File: src/rtl/regm_wport_arb_if.sv
// Bundles the WB, LU, decode-query and register-file write-port signals of regm_wport_arb.
interface regm_wport_arb_if;
  logic        wb_regwrite;
  logic [4:0]  wb_wrreg;
  logic [31:0] wb_wrdata;
  logic        wb_stall;
  logic        lu_valid;
  logic [4:0]  lu_wrreg;
  logic [31:0] lu_wrdata;
  logic        lu_ready;
  logic [4:0]  chk1;
  logic [4:0]  chk2;
  logic        pend1;
  logic        pend2;
  logic        rf_regwrite;
  logic [4:0]  rf_wrreg;
  logic [31:0] rf_wrdata;

  modport master (
    output wb_regwrite, wb_wrreg, wb_wrdata, lu_valid, lu_wrreg, lu_wrdata, chk1, chk2,
    input  wb_stall, lu_ready, pend1, pend2, rf_regwrite, rf_wrreg, rf_wrdata
  );

  modport slave (
    input  wb_regwrite, wb_wrreg, wb_wrdata, lu_valid, lu_wrreg, lu_wrdata, chk1, chk2,
    output wb_stall, lu_ready, pend1, pend2, rf_regwrite, rf_wrreg, rf_wrdata
  );
endinterface

File: src/rtl/regm_wport_arb.sv
// Register-file write-port arbiter: WB vs queued long-latency results, with starvation stall.
// Optional same-cycle LU bypass into an idle port when REGM_ARB_BYPASS_EN is defined.
module regm_wport_arb #(
  parameter int unsigned FIFO_DEPTH = 2,
  parameter int unsigned STARVE_MAX = 4
) (
  input logic            clk,
  input logic            rst,
  regm_wport_arb_if.slave bus
);
  localparam int unsigned PW = (FIFO_DEPTH > 1) ? $clog2(FIFO_DEPTH) : 1;
  localparam int unsigned SW = $clog2(STARVE_MAX + 1);

  logic [PW-1:0]         rd_ptr_q, rd_ptr_d;
  logic [PW-1:0]         wr_ptr_q, wr_ptr_d;
  logic [FIFO_DEPTH-1:0] vld_q, vld_d;
  logic [4:0]            ereg_q [FIFO_DEPTH];
  logic [4:0]            ereg_d [FIFO_DEPTH];
  logic [31:0]           edat_q [FIFO_DEPTH];
  logic [31:0]           edat_d [FIFO_DEPTH];
  logic [SW-1:0]         starve_q, starve_d;
  logic [31:0]           pend_vec;
  logic                  wb_req, fifo_empty, fifo_full, lu_rdy;
  logic                  push, pop, byp;

  assign wb_req     = bus.wb_regwrite && (bus.wb_wrreg != 5'd0);
  assign fifo_empty = ~|vld_q;
  assign fifo_full  = &vld_q;
  assign lu_rdy     = !rst && !fifo_full;
  assign bus.lu_ready = lu_rdy;

  always_comb begin
    rd_ptr_d        = rd_ptr_q;
    wr_ptr_d        = wr_ptr_q;
    vld_d           = vld_q;
    ereg_d          = ereg_q;
    edat_d          = edat_q;
    starve_d        = starve_q;
    bus.rf_regwrite = 1'b0;
    bus.rf_wrreg    = bus.wb_wrreg;
    bus.rf_wrdata   = bus.wb_wrdata;
    bus.wb_stall    = 1'b0;
    pop             = 1'b0;
    byp             = 1'b0;

    if (!rst) begin
      if (fifo_empty) begin
        starve_d = '0;
        if (wb_req) begin
          bus.rf_regwrite = 1'b1;
        end
`ifdef REGM_ARB_BYPASS_EN
        else if (bus.lu_valid && bus.lu_wrreg != 5'd0) begin
          byp             = 1'b1;
          bus.rf_regwrite = 1'b1;
          bus.rf_wrreg    = bus.lu_wrreg;
          bus.rf_wrdata   = bus.lu_wrdata;
        end
`endif
      end else if (!wb_req) begin
        pop = 1'b1;
      end else if (starve_q < SW'(STARVE_MAX)) begin
        bus.rf_regwrite = 1'b1;
        starve_d        = starve_q + SW'(1);
      end else begin
        pop          = 1'b1;
        bus.wb_stall = 1'b1;
      end
    end

    if (pop) begin
      bus.rf_regwrite = 1'b1;
      bus.rf_wrreg    = ereg_q[rd_ptr_q];
      bus.rf_wrdata   = edat_q[rd_ptr_q];
      vld_d[rd_ptr_q] = 1'b0;
      rd_ptr_d        = rd_ptr_q + PW'(1);
      starve_d        = '0;
    end

    // $zero results are acknowledged but dropped; bypassed results never enter the queue
    push = bus.lu_valid && lu_rdy && (bus.lu_wrreg != 5'd0) && !byp;
    if (push) begin
      ereg_d[wr_ptr_q] = bus.lu_wrreg;
      edat_d[wr_ptr_q] = bus.lu_wrdata;
      vld_d[wr_ptr_q]  = 1'b1;
      wr_ptr_d         = wr_ptr_q + PW'(1);
    end
  end

  // Pending flags are a scan over live entries, so multiple entries for one register are covered
  always_comb begin
    pend_vec = '0;
    for (int unsigned i = 0; i < FIFO_DEPTH; i++) begin
      if (vld_q[i]) pend_vec[ereg_q[i]] = 1'b1;
    end
  end

  assign bus.pend1 = !rst && (bus.chk1 != 5'd0) && pend_vec[bus.chk1];
  assign bus.pend2 = !rst && (bus.chk2 != 5'd0) && pend_vec[bus.chk2];

  always_ff @(posedge clk or posedge rst) begin
    if (rst) begin
      rd_ptr_q <= '0;
      wr_ptr_q <= '0;
      vld_q    <= '0;
      starve_q <= '0;
      for (int unsigned i = 0; i < FIFO_DEPTH; i++) begin
        ereg_q[i] <= '0;
        edat_q[i] <= '0;
      end
    end else begin
      rd_ptr_q <= rd_ptr_d;
      wr_ptr_q <= wr_ptr_d;
      vld_q    <= vld_d;
      starve_q <= starve_d;
      for (int unsigned i = 0; i < FIFO_DEPTH; i++) begin
        ereg_q[i] <= ereg_d[i];
        edat_q[i] <= edat_d[i];
      end
    end
  end
endmodule

File: src/flat_wrapper.sv
// flat-port wrapper written by rule: the top's interface ports become plain ports
module regm_wport_arb_flat 
#(
  parameter int unsigned FIFO_DEPTH = 2,
  parameter int unsigned STARVE_MAX = 4
)
  (clk, rst, bus_wb_regwrite, bus_wb_wrreg, bus_wb_wrdata, bus_lu_valid, bus_lu_wrreg, bus_lu_wrdata, bus_chk1, bus_chk2, bus_wb_stall, bus_lu_ready, bus_pend1, bus_pend2, bus_rf_regwrite, bus_rf_wrreg, bus_rf_wrdata);
  regm_wport_arb_if bus_i ();
  input logic clk;
  input logic rst;
  input wire logic [$bits(bus_i.wb_regwrite)-1:0] bus_wb_regwrite;
  input wire logic [$bits(bus_i.wb_wrreg)-1:0] bus_wb_wrreg;
  input wire logic [$bits(bus_i.wb_wrdata)-1:0] bus_wb_wrdata;
  input wire logic [$bits(bus_i.lu_valid)-1:0] bus_lu_valid;
  input wire logic [$bits(bus_i.lu_wrreg)-1:0] bus_lu_wrreg;
  input wire logic [$bits(bus_i.lu_wrdata)-1:0] bus_lu_wrdata;
  input wire logic [$bits(bus_i.chk1)-1:0] bus_chk1;
  input wire logic [$bits(bus_i.chk2)-1:0] bus_chk2;
  output wire logic [$bits(bus_i.wb_stall)-1:0] bus_wb_stall;
  output wire logic [$bits(bus_i.lu_ready)-1:0] bus_lu_ready;
  output wire logic [$bits(bus_i.pend1)-1:0] bus_pend1;
  output wire logic [$bits(bus_i.pend2)-1:0] bus_pend2;
  output wire logic [$bits(bus_i.rf_regwrite)-1:0] bus_rf_regwrite;
  output wire logic [$bits(bus_i.rf_wrreg)-1:0] bus_rf_wrreg;
  output wire logic [$bits(bus_i.rf_wrdata)-1:0] bus_rf_wrdata;
  assign bus_i.wb_regwrite = bus_wb_regwrite;
  assign bus_i.wb_wrreg = bus_wb_wrreg;
  assign bus_i.wb_wrdata = bus_wb_wrdata;
  assign bus_i.lu_valid = bus_lu_valid;
  assign bus_i.lu_wrreg = bus_lu_wrreg;
  assign bus_i.lu_wrdata = bus_lu_wrdata;
  assign bus_i.chk1 = bus_chk1;
  assign bus_i.chk2 = bus_chk2;
  assign bus_wb_stall = bus_i.wb_stall;
  assign bus_lu_ready = bus_i.lu_ready;
  assign bus_pend1 = bus_i.pend1;
  assign bus_pend2 = bus_i.pend2;
  assign bus_rf_regwrite = bus_i.rf_regwrite;
  assign bus_rf_wrreg = bus_i.rf_wrreg;
  assign bus_rf_wrdata = bus_i.rf_wrdata;
  regm_wport_arb #(.FIFO_DEPTH(FIFO_DEPTH), .STARVE_MAX(STARVE_MAX)) u_core (.clk(clk), .rst(rst), .bus(bus_i));
endmodule
File: config.mk
export PLATFORM = sky130hd
export DESIGN_NAME = regm_wport_arb_flat
export DESIGN_NICKNAME = d
export VERILOG_FILES = /design/src/rtl/regm_wport_arb_if.sv /design/src/rtl/regm_wport_arb.sv /design/src/flat_wrapper.sv
export SDC_FILE = /design/constraint.sdc
export NUM_CORES = 1
export LEC_CHECK = 0
export BUFFER_PORTS_ARGS = -buffer_cell sky130_fd_sc_hd__buf_2
export CAP_MARGIN = 20
export CORE_MARGIN = 1
export CORE_UTILIZATION = 45
export DETAILED_ROUTE_END_ITERATION = 7
export PLACE_DENSITY = 0.69
export SLEW_MARGIN = 25
export SYNTH_ARGS = -nofsm -noshare
export SYNTH_HDL_FRONTEND = slang
export SYNTH_SLANG_ARGS = --single-unit
export TNS_END_PERCENT = 10
File: constraint.sdc
create_clock -name clk -period 4.1 [get_ports clk]
set_input_delay 0.615 -clock clk [delete_from_list [all_inputs] [get_ports clk]]
set_output_delay 0.615 -clock clk [all_outputs]
set_load 0.01 [all_outputs]
# Word level (Yosys, flattened, before mapping)
# Index checks and enable logic that the tools add are counted.
dict set report word_totals {
  reg_bits 81
  latchBits 0
  ram_bits 0
  rom_bits 0
  inputBits 88
  memories 0
}
dict set report op_classes {
  n_addsub 3
  mul 0
  n_div 0
  magnitude_cmp 14
  eq_ne 3
  shift 0
  n_mux 48
  n_bitwise 6
  reduce_logical 22
}
# cell count
set ops {}
lappend ops {{32-bit two-way mux} 7}
lappend ops {{64-bit bitwise mux} 1}
lappend ops {{32-bit demux with 1-bit select} 1}
lappend ops {{32-bit OR} 1}
lappend ops {{5-bit two-way mux} 5}
lappend ops {{5-bit by 6-bit < comparator with 1-bit output (second input constant)} 4}
lappend ops {{5-bit nonzero test} 4}
lappend ops {{1-bit two-way mux} 19}
lappend ops {{3-bit two-way mux} 5}
lappend ops {{1-bit logical AND} 13}
lappend ops {{1-bit binary-select mux with 5-bit select} 2}
lappend ops {{10-bit bitwise mux} 1}
lappend ops {{1-bit demux with 5-bit select} 2}
lappend ops {{5-bit by 1-bit greater-or-equal comparator with 1-bit output (second input constant)} 2}
lappend ops {{5-bit demux with 1-bit select} 1}
lappend ops {{2-bit greater-or-equal comparator (second input constant)} 2}
lappend ops {{1-bit by 2-bit < comparator with 1-bit output (second input constant)} 2}
lappend ops {{2-bit two-way mux} 2}
lappend ops {{1-bit NOT with 2-bit output} 2}
lappend ops {{3-bit by 1-bit adder with 3-bit output (second input constant)} 1}
lappend ops {{3-bit < comparator (second input constant)} 1}
lappend ops {{3-bit by 1-bit != test with 1-bit output (second input constant)} 1}
lappend ops {{3-bit by 2-bit != test with 1-bit output (second input constant)} 1}
lappend ops {{3-bit AND reduction} 1}
lappend ops {{other kinds (11)} 15}

# Logic depth before layout (Yosys ltp)
dict set report logic_depth {
  word_depth 10
  mapped_depth 8
  mapped_depth_nobuf 6
}

# Worst setup path after synthesis
# No wires, ideal clock.
dict set report synth_path {
  path_type {input-to-output}
  from {in rst}
  to {out bus_pend1}
  arrival_time_ns 2.799
  required_ns 3.485
  path_slack_ns 0.686
  stages 4
  path_buffers 0
  path_cell_list {inv_1 > nand2_1 > a21oi_1 > a22o_1}
}
dict set report synth_via {
  elab_chain_cells 3
}
# item line
set synth_lines {}
lappend synth_lines {{start: declaration} flat_wrapper.sv:10} ;# input logic rst;
lappend synth_lines {{1-bit zero test} regm_wport_arb.sv:98} ;# assign bus.pend1 = !rst && (bus.chk1 != 5'd0) && pend_vec[bus.chk1];
lappend synth_lines {{1-bit logical AND (2 in a row)} regm_wport_arb.sv:98}
lappend synth_lines {{end: declaration} flat_wrapper.sv:21} ;# output wire logic [$bits(bus_i.pend1)-1:0] bus_pend1;
# No other way between the ends.

# Worst setup path after layout
dict set report layout_path {
  from {reg u_core.vld_q[0]}
  to {out bus_pend2}
}
dict set report layout_via {
  elab_chain_cells 6
}
# item line
set layout_lines {}
lappend layout_lines {{start: declaration} regm_wport_arb.sv:16} ;# logic [FIFO_DEPTH-1:0] vld_q, vld_d;
lappend layout_lines {{start signal: assignment} regm_wport_arb.sv:114} ;# vld_q <= vld_d;
lappend layout_lines {{32-bit two-way mux *} regm_wport_arb.sv:94} ;# if (vld_q[i]) pend_vec[ereg_q[i]] = 1'b1;
lappend layout_lines {{32-bit OR (no source line)} n/a}
lappend layout_lines {{32-bit two-way mux *} regm_wport_arb.sv:94}
lappend layout_lines {{1-bit binary-select mux with 5-bit select *} regm_wport_arb.sv:99} ;# assign bus.pend2 = !rst && (bus.chk2 != 5'd0) && pend_vec[bus.chk2];
lappend layout_lines {{1-bit two-way mux (not written as such) *} regm_wport_arb.sv:99}
lappend layout_lines {{1-bit logical AND *} regm_wport_arb.sv:99}
lappend layout_lines {{end: declaration} flat_wrapper.sv:22} ;# output wire logic [$bits(bus_i.pend2)-1:0] bus_pend2;
# Mark *: on every way between the ends. The rest lies on a longest branch, timed or not. The select of a mux whose other input is x is not followed.

==> results.md <==
- The number of design-rule violations left by the first detailed-router iteration is 294.
- Once detail routing completed, the nets flagged for antenna violations numbered 0.
- The run finished with clean final reports.
- The tool flagged a number of max-cap violations equal to 0.
- The global-route wire length before repair is 19800 um.
- The final critical-path setup slack is 620 ps.
- The relative area change from synthesis to final layout is 19.2%.
- The standby leakage power is 2.71 nW.
- The number of design rule violations left after detail routing is 0.
- The pin count of the biggest net entering global routing is 77.
- The worst setup path is captured at a primary output.
- The floorplan step set the die height to ~110 um.
- The net count of the finished layout is ~670.
- Headroom to the max-slew limit came out at 0.550.
- The worst-margin pin slew is approximately 670 ps.
- The number of rows in the core area is 38.
- The power per cell area is 664 mW/mm2.
- The area share of the largest cell type after synthesis is 0.398.
- The final number of hold-violating endpoints is 0.
- The last weighted congestion value of the routability-driven placer is 0.904.
- The average wire per standard cell is roughly 17 um.
- After synthesis the cells add up to just over 0.005 mm2.
- Setup repair after global routing left no endpoint under its margin.
- The commonest non-fill, non-tap cell in the layout is sky130_fd_sc_hd__buf_2.
- The total overflow left after global routing is 0.
- The maximum clock skew at final layout is 6.92 ps.
- Of all cell types, the one taking the most synthesized area is sky130_fd_sc_hd__dfrtp_1.
- In the layout the commonest cells are sky130_fd_sc_hd__buf_2, sky130_fd_sc_hd__dfrtp_1, sky130_fd_sc_hd__mux2_2.
- The critical path is of the flip-flop to primary output type.
- For this run, asynchronously set or reset flops after synthesis account for 1.00.
- The clock latency at the later pin of the worst-skew pair is between 300 and 400 ps.
- The initial antenna violation count is 1.
- The number of max-slew violations in the final report is 0.
- The die covers 0.0117 mm2.
- The number of sinks handled by clock tree synthesis is 81.
- The mean instance size in the synthesized netlist is approximately 11 um2.
- The synthesized flop and latch total is a little over 80.
- The maximum level of the CTS H-tree is 3.
- The number of global-route vias before repair was a little over 4000.
- The maximum buffer depth of the clock tree is 2.
- The number of gates resized after CTS was 0.
- The final layout contains routed wiring with a total length of ~12000 um.
- The total I/O pin count is 130.
- Port buffering added ~130 buffers.
- Timing would allow up to 287 MHz.
- The number of buffers inserted by hold repair at cts is 0.
- In the final layout, the share of cells above drive strength 1 is 0.430.
- By area the synthesized netlist is led by sky130_fd_sc_hd__dfrtp_1, sky130_fd_sc_hd__mux2_2, sky130_fd_sc_hd__mux2i_1, sky130_fd_sc_hd__a21oi_1, sky130_fd_sc_hd__mux4_2.
- Counting every net in the synthesized netlist gives 558.
- Yosys printed 0 warnings.
- The TritonCTS clock tree is built.
- The CTS buffer count is 9.
- Of all nets on the critical path, the largest fanout is 16.
- Across every metal layer, demand over resource in global routing totals 0.219.
- The starting density of the core is 0.465.
- The number of buffers inserted to repair setup after CTS is 0.
- The share of the Yosys chip area taken by registers is 0.398.
- After clock tree synthesis, the clock-pin slew on the worst setup and hold paths is approximately 60 ps.
- The number of standard cells after synthesis is approximately 470.
- The final critical-path share of the clock period is 0.849.
- After layout, the minimum clock period comes to around 3500 ps.
- The dominant register cell in the synthesized netlist is sky130_fd_sc_hd__dfrtp_1.
- The startpoint type of the worst setup path is a flip-flop.
- The required time at the endpoint of the critical path is ~3500 ps.
- The cell at the root of the clock tree is sky130_fd_sc_hd__clkbuf_16.
- Adding up every negative setup slack in the final design gives 0 ps.
- Across all layers, the routed design uses 4215 vias.
- In this run the register-to-register setup slack is around 1700 ps.
- STA puts the critical path data arrival time at 2860 ps.
- Detailed placement ended at an HPWL of about 8800 um.
- The total area of sequential cells is approximately 0.0020 mm2.
- The number of synthesized flops with an enable pin is 0.
- The count of endpoints failing setup in the final report is 0.
- For this run, the detailed router's first-pass iteration total came to 5.
- The post-detailed-route via-to-cell ratio is about 5.8.
- The multi-input gate area in the final layout is 0.00283 mm2.
- Counting the fill cells in the layout gives 965.
- From left edge to right edge, the die measures around 110 um.
- The placeable core region is 0.0109 mm2.
- Yosys mapped the design onto between 50 and 60 distinct sky130hd cell types.
- The tightest min-delay check is of the input pin to asynchronous set/reset pin type.
- At the placement stage, the worst setup path has a slack of 1020 ps.
- The worst-case IR drop observed on VDD is around 0.37 mV.
## cells in the mapped netlist (all sizes together) (4+ instances only)
library cell and count:
buf 26, o21ai 7, nor3 7, mux2i 42, a21oi 42, nand4b 7
nor2b 5, dfrtp 81, mux4 10, nor2 45, mux2 75, nand2 13
nand4bb 4, inv 8, o211ai 4, a22oi 7, clkbuf 13, o22ai 19
nand2b 4
## layer usage
| metal | wire length (um) | global-route usage | share of wire | vias up |
|---|---|---|---|---|
| li1 | - | - | - | 1975 |
| met1 | 5060 | 0.268 | 0.41 | 2063 |
| met2 | 6300 | 0.377 | 0.51 | 161 |
| met3 | 849 | 0.0494 | 0.069 | 16 |
| met4 | 185 | 0.0772 | 0.015 | 0 |
| met5 | 0 | 0 | 0 | - |
## stage by stage
stage	utilization	hold WS (ps)	area [um2]	instances	total power, mW
floorplan	-	457	5090	469	2.85
global placement	0.528	478	5780	706	3.21
detailed placement	0.529	493	5780	706	3.29
CTS	0.554	495	6060	722	4.05
global route	0.554	515	6060	722	4.29
finish	0.555	483	6070	723	4.03
## critical path: stages (launching register included)
cell and delay, ps:
sky130_fd_sc_hd__dfrtp_1 690, sky130_fd_sc_hd__nor4b_2 480, sky130_fd_sc_hd__a22oi_1 160, sky130_fd_sc_hd__mux4_2 490, sky130_fd_sc_hd__mux2_2 280, sky130_fd_sc_hd__mux2i_1 140, sky130_fd_sc_hd__a32o_1 160, sky130_fd_sc_hd__buf_2 130
## report_power, final
part | total, mW | switching [mW] | internal [mW] | leakage, nW
registers | 1.69 | 0.488 | 1.20 | 0.967
logic | 1.59 | 0.720 | 0.873 | 1.60
clock network | 0.747 | 0.304 | 0.443 | 0.139
## cell families (layout without fill, tap and decap cells)
kind of cell               Yosys count  after routing  synth area share
AOI/OAI and AO/OA                   99             99             0.123
xor gates and xnor gates             5              5           0.00861
adders and majority gates            1              1           0.00246
buffers and inverters               47            160            0.0470
DFF                                 81             81             0.398
muxes                              127            127             0.294
other                                0              1                 0
and+or+nand+nor                    109            109             0.127
## state kept, by name (all words and copies together), names as in the netlist
| signal | flops |
|---|---|
| u_core.rd_ptr_q | 1 |
| u_core.edat_q | 64 |
| u_core.starve_q | 3 |
| u_core.wr_ptr_q | 1 |
| u_core.vld_q | 2 |
| u_core.ereg_q | 10 |
## area by class of cell
| cell class | instances | share of cell area |
|---|---|---|
| multi-input combinational | 341 | 0.467 |
| sequential | 81 | 0.335 |
| timing repair buffer | 136 | 0.117 |
| clock buffer | 12 | 0.0423 |
| tap | 140 | 0.0289 |
| inverter | 8 | 0.00516 |
| clock inverter | 4 | 0.00433 |
| antenna | 1 | 0.000413 |
## path summary, 6_finish.rpt
kind,depth (start not counted),from,to
max,7,u_core.vld_q[0],bus_pend2
max in group asynchronous,3,rst,u_core.edat_q[33]
max reg2reg,5,u_core.vld_q[0],u_core.edat_q[39]
min in group clk,1,u_core.edat_q[53],u_core.edat_q[53]
min,2,rst,u_core.edat_q[60]
min reg2reg,1,u_core.edat_q[53],u_core.edat_q[53]
Power figures use the tool's default switching activity.
